<file path="src/rtl/pc_sequencer.sv">
// -----------------------------------------------------------------------------
// pc_sequencer
//
// Instruction-fetch sequencer. Issues one fetch request at a time from the
// current PC, waits for the memory response, holds the fetched instruction
// for the decode stage until it is accepted, then advances the PC by four.
// Redirects (branch/jump/resume) replace the PC at any point. A misaligned
// redirect target diverts to TRAP_VECTOR and raises a one-cycle trap pulse.
// A halt request, honoured only at the moment an instruction retires,
// parks the sequencer until the next redirect.
//
// Ports
//   clk              rising-edge clock
//   rst              synchronous, active-low reset
//   imem_req_valid   fetch request valid
//   imem_req_addr    fetch address (always equal to pc)
//   imem_req_ready   memory accepts the request
//   imem_rsp_valid   fetch data valid (single-cycle pulse)
//   imem_rsp_data    fetched instruction word
//   instr_valid      instruction presented to decode
//   instr            presented instruction
//   instr_pc         address of presented instruction
//   core_ready       decode accepts the presented instruction
//   redirect_valid   single-cycle redirect request
//   redirect_addr    redirect target
//   halt             stop fetching once the current instruction retires
//   pc               current fetch PC
//   trap             one-cycle pulse on misaligned redirect
//   retired_count    number of accepted instructions (wraps)
// -----------------------------------------------------------------------------
module pc_sequencer #(
    parameter logic [31:0] RESET_VECTOR = 32'h0000_0000,
    parameter logic [31:0] TRAP_VECTOR  = 32'h0000_0004
) (
    input  logic        clk,
    input  logic        rst,
    output logic        imem_req_valid,
    output logic [31:0] imem_req_addr,
    input  logic        imem_req_ready,
    input  logic        imem_rsp_valid,
    input  logic [31:0] imem_rsp_data,
    output logic        instr_valid,
    output logic [31:0] instr,
    output logic [31:0] instr_pc,
    input  logic        core_ready,
    input  logic        redirect_valid,
    input  logic [31:0] redirect_addr,
    input  logic        halt,
    output logic [31:0] pc,
    output logic        trap,
    output logic [31:0] retired_count
);

    typedef enum logic [1:0] {
        REQ      = 2'd0,
        WAIT_RSP = 2'd1,
        HOLD     = 2'd2,
        HALTED   = 2'd3
    } state_t;

    state_t      state_r;
    state_t      state_s;
    logic [31:0] pc_r;
    logic [31:0] pc_s;
    logic [31:0] instr_r;
    logic [31:0] instr_s;
    logic [31:0] instr_pc_r;
    logic [31:0] instr_pc_s;
    logic [31:0] count_r;
    logic [31:0] count_s;
    logic        squash_r;
    logic        squash_s;
    logic        trap_r;
    logic        trap_s;
    logic        req_valid_r;
    logic        instr_valid_r;
    logic        misaligned_s;
    logic [31:0] target_s;
    logic        handshake_s;

    // Redirect target decode and decode-stage handshake detection.
    always_comb begin
        misaligned_s = 1'b0;
        target_s     = redirect_addr;
        if (redirect_addr[1:0] != 2'b00) begin
            misaligned_s = 1'b1;
            target_s     = TRAP_VECTOR;
        end else begin
            misaligned_s = 1'b0;
            target_s     = redirect_addr;
        end
        handshake_s = instr_valid_r & core_ready;
    end

    // Next-state and datapath update logic for the fetch FSM.
    always_comb begin
        state_s    = state_r;
        pc_s       = pc_r;
        instr_s    = instr_r;
        instr_pc_s = instr_pc_r;
        count_s    = count_r;
        squash_s   = squash_r;
        trap_s     = redirect_valid & misaligned_s;

        case (state_r)
            REQ: begin
                if (redirect_valid) begin
                    pc_s = target_s;
                    if (imem_req_ready) begin
                        // Memory took the old address; its response must be dropped.
                        state_s  = WAIT_RSP;
                        squash_s = 1'b1;
                    end else begin
                        state_s = REQ;
                    end
                end else if (imem_req_ready) begin
                    state_s = WAIT_RSP;
                end else begin
                    state_s = REQ;
                end
            end

            WAIT_RSP: begin
                if (redirect_valid) begin
                    pc_s = target_s;
                    if (imem_rsp_valid) begin
                        // The outstanding response lands now and is discarded here.
                        squash_s = 1'b0;
                        state_s  = REQ;
                    end else begin
                        squash_s = 1'b1;
                        state_s  = WAIT_RSP;
                    end
                end else if (imem_rsp_valid) begin
                    if (squash_r) begin
                        squash_s = 1'b0;
                        state_s  = REQ;
                    end else begin
                        instr_s    = imem_rsp_data;
                        instr_pc_s = pc_r;
                        state_s    = HOLD;
                    end
                end else begin
                    state_s = WAIT_RSP;
                end
            end

            HOLD: begin
                // Retirement counts even when a redirect lands in the same cycle.
                if (handshake_s) begin
                    count_s = count_r + 32'd1;
                end else begin
                    count_s = count_r;
                end
                if (redirect_valid) begin
                    pc_s    = target_s;
                    state_s = REQ;
                end else if (handshake_s) begin
                    pc_s = pc_r + 32'd4;
                    if (halt) begin
                        state_s = HALTED;
                    end else begin
                        state_s = REQ;
                    end
                end else begin
                    state_s = HOLD;
                end
            end

            HALTED: begin
                if (redirect_valid) begin
                    pc_s    = target_s;
                    state_s = REQ;
                end else begin
                    state_s = HALTED;
                end
            end

            default: begin
                state_s  = REQ;
                squash_s = 1'b0;
            end
        endcase
    end

    // State and datapath registers; output strobes are registered from the next state.
    always_ff @(posedge clk) begin
        if (!rst) begin
            state_r       <= REQ;
            pc_r          <= RESET_VECTOR;
            instr_r       <= 32'd0;
            instr_pc_r    <= 32'd0;
            count_r       <= 32'd0;
            squash_r      <= 1'b0;
            trap_r        <= 1'b0;
            req_valid_r   <= 1'b1;
            instr_valid_r <= 1'b0;
        end else begin
            state_r       <= state_s;
            pc_r          <= pc_s;
            instr_r       <= instr_s;
            instr_pc_r    <= instr_pc_s;
            count_r       <= count_s;
            squash_r      <= squash_s;
            trap_r        <= trap_s;
            req_valid_r   <= (state_s == REQ);
            instr_valid_r <= (state_s == HOLD);
        end
    end

    assign imem_req_valid = req_valid_r;
    assign imem_req_addr  = pc_r;
    assign instr_valid    = instr_valid_r;
    assign instr          = instr_r;
    assign instr_pc       = instr_pc_r;
    assign pc             = pc_r;
    assign trap           = trap_r;
    assign retired_count  = count_r;

endmodule

</file>
<file path="config.mk">
export PLATFORM = sky130hd
export DESIGN_NAME = pc_sequencer
export DESIGN_NICKNAME = d
export VERILOG_FILES = /design/src/rtl/pc_sequencer.sv
export SDC_FILE = /design/constraint.sdc
export NUM_CORES = 1
export LEC_CHECK = 0
export ABC_AREA = 1
export BUFFER_PORTS_ARGS = -buffer_cell sky130_fd_sc_hd__buf_2
export CORE_ASPECT_RATIO = 1.25
export CORE_MARGIN = 5
export CORE_UTILIZATION = 55
export CTS_CLUSTER_DIAMETER = 40
export CTS_CLUSTER_SIZE = 40
export DETAILED_ROUTE_END_ITERATION = 7
export PLACE_DENSITY = 0.87
export REMOVE_ABC_BUFFERS = 1
export SLEW_MARGIN = 20
export SYNTH_ARGS = -nofsm -noshare
export SYNTH_HDL_FRONTEND = slang
export SYNTH_SLANG_ARGS = --single-unit
</file>
<file path="constraint.sdc">
create_clock -name clk -period 2.5 [get_ports clk]
set_input_delay 0.5 -clock clk [delete_from_list [all_inputs] [get_ports clk]]
set_output_delay 0.5 -clock clk [all_outputs]
set_load 0.01 [all_outputs]
</file>
==> flow_summary_export.csv <==
group,metric,value,unit
status,status,"completed",
global_route,gr-usage-all-layers,28.2,%
sta,hold_violations,0,
worst_setup_path,cpMostUsedCell,"nand2_1",
worst_hold_path,min_path_type,"input pin to register",
yosys,synth-async-reset-ratio,0,%
routing,dr.pass1.iters,5,
final_layout,final_cell_mix,"233 x buf_2, 186 x nand2_1, 171 x nor2_1, 134 x dfxtp_1, 116 x o21ai_0",
clock_network,cts_tree,"done",
yosys,ys_seq_area_share,39.6,%
clock_network,cts_buffers,17,
yosys,yosysWarnings,0,
routing,wl_met1,8.00,mm
sta,hold_ws,0.307,ns
final_layout,nets,1256,
yosys,synth-edff-count,0,
final_layout,fin_area,8430,um^2
place,hpwl,14.5,mm
floorplan,row_count,45,
final_layout,area_growth,24.4,%
yosys,synth_seq_cells,134,
routing,wl,20.7,mm
power_and_ir_drop,vdd_drop_max,0.508,mV
global_route,grt_max_degree,112,
place,dpl-instance-area,7830,um^2
clock_network,hold_buffers,0,
clock_network,postCtsSetupBuffers,0,
floorplan,die_w,109,um
routing,avgRoutedWirePerCell,15.2,um
worst_setup_path,path_max_fanout,8,
routing,wl_met2,10.6,mm
sta,rsz0062_at_grt,"no",
routing,wl_met3,1.36,mm
clock_network,clock_latency,0.41,ns
global_route,antenna_found_initial,0,
clock_network,htreeDepth,4,
power_and_ir_drop,power,5310,uW
yosys,syn_area_per_cell,6.79,um^2
sta,setup_violations,0,
worst_setup_path,path_class,"register to register",
floorplan,io_pins,234,
final_layout,drive_gt1_share,26.5,%
place,place_congestion,0.970,
sta,timing.fmax,538,MHz
final_layout,final_common_cell,"buf_2",
floorplan,die_y,134,um
sta,setup_ws,0.640,ns
sta,min_period,1.86,ns
power_and_ir_drop,p_leak,0.00396,uW
clock_network,clockBufferDepth,2,
routing,drtIter0Drc,545,
worst_setup_path,cp_cell_sequence,"ha_1, inv_1, nor2_1, inv_1, nor2_1, nand2_1, nand2_1, nand2_1, nand2_1, a21oi_1",
routing,vias_per_cell,5.32,
sta,post-route-period-util,74.4,%
place,port_buffers,233,
yosys,synthCells,999,
routing,routed.top_layer,"met4",
yosys,synth.distinct_cells,36,
routing,drc,0,
power_and_ir_drop,p_per_area,630,nW/um^2
final_layout,nFillCells,1018,
clock_network,post_cts_resized,0,
clock_network,cts.reportedPaths.clkPinSlew,0.06,ns
worst_setup_path,critical_path_required,2.76,ns
yosys,synth.cell_area,6780,um^2
clock_network,clockRootBuffer,"clkbuf_16",
floorplan,start_util,56.0,%
routing,antenna_left,0,
sta,slew_headroom,46.4,%
global_route,grt_pass1_wl,33.3,mm
worst_setup_path,cp-end-kind,"register",
clock_network,clock_sinks,134,
place,post-place-ws,0.608,ns
sta,tightest_slew,0.804,ns
sta,finalSetupTns,0,ns
worst_setup_path,cp.arrival,2.12,ns
floorplan,core,12100,um^2
sta,slew_viol_final,0,
global_route,grt_pass1_vias,6978,
global_route,overflow,0,
yosys,synth-main-ff-cell,"dfxtp_1",
routing,via_count,7247,
worst_setup_path,critPathSlowestCell,"dfxtp_1",
floorplan,die-area,14700,um^2
sta,finalClockSkew,0.0120,ns
worst_setup_path,crit_path_start_kind,"register",
worst_setup_path,slowest_delay,0.45,ns
run,max_cap_viol_count,0,
[flip-flops by register name (all words and copies together), names as in the netlist]
register,count
imem_req_addr,32
trap,1
instr_pc,32
imem_req_valid,1
squash_r,1
retired_count,32
state_r,2
instr,32
instr_valid,1
[through the flow]
step	std cells	utilization, %
floorplan	921	-
global placement	1328	64.7
detailed placement	1328	64.7
CTS	1360	69.6
global route	1360	69.6
finish	1361	69.7
[kinds of logic after synthesis]
family / count (synthesis) / share of synthesized area, %
simple gates: 494 / 32.4
compound gates: 198 / 15.1
buf+inv: 158 / 10.9
flops: 134 / 39.6
xor+xnor: 13 / 1.68
fa+ha+maj: 2 / 0.369
[power by group]
| group | switching (uW) | internal, uW | total (uW) |
|---|---|---|---|
| Combinational | 293 | 194 | 487 |
| Clock | 981 | 1540 | 2520 |
| Sequential | 90.7 | 2220 | 2310 |
| Total | 1360 | 3950 | 5310 |
[worst paths after layout]
| kind | from | end | slack (ns) | depth (start not counted) |
|---|---|---|---|---|
| max reg2reg | retired_count[0]$_SDFFE_PN0P_ | retired_count[28]$_SDFFE_PN0P_ | 0.64 | 10 |
| max | retired_count[0]$_SDFFE_PN0P_ | retired_count[28]$_SDFFE_PN0P_ | 0.64 | 10 |
| min | imem_rsp_data[26] | instr[26]$_SDFFE_PN0P_ | 0.31 | 3 |
| min reg2reg | imem_req_addr[0]$_SDFFE_PN0P_ | imem_req_addr[0]$_SDFFE_PN0P_ | 0.47 | 2 |
[Yosys cell counts, types with 6 or more instances]
master	count	area [um^2]
a21oi_1	61	305
xor2_1	11	96.3
dfxtp_1	134	2680
nand4_1	11	68.8
a31oi_1	12	75.1
nand3_1	60	300
nor2_1	172	646
nand2_1	187	702
nor2_4	8	90.1
inv_1	74	278
nor3_1	23	115
clkbuf_1	32	120
o21ai_0	116	581
buf_4	33	248
inv_2	6	22.5
buf_2	8	40.0
nor2_2	7	43.8
[layer usage]
| layer | track usage (%) | up-vias |
|---|---|---|
| li1 | - | 3571 |
| met1 | 32.9 | 3337 |
| met2 | 48.3 | 282 |
| met3 | 6.02 | 57 |
| met4 | 13.8 | 0 |
| met5 | 0 | - |
[area by class of cell]
type                            instances  area [um^2]  share of cell area (%)
Sequential cell                       134         2680                    31.8
Clock inverter                         12          144                    1.71
Inverter                               80          300                    3.56
Clock buffer                           20          457                    5.42
Timing Repair Buffer                  243         1280                    15.2
Antenna cell                            1         2.50                  0.0297
Multi-Input combinational cell        707         3360                    39.9
Tap cell                              164          205                    2.43
[critical path: cells and delay by family (launching register included)]
family | cells | cell delay (ns)
AO/OA/AOI/OAI | 1 | 0.06
flip-flops | 1 | 0.45
adder cells (fa/ha/maj) | 1 | 0.36
buffers and inverters | 2 | 0.14
AND/OR/NAND/NOR | 6 | 0.70
Note: power is estimated with default switching activity, not from simulation.
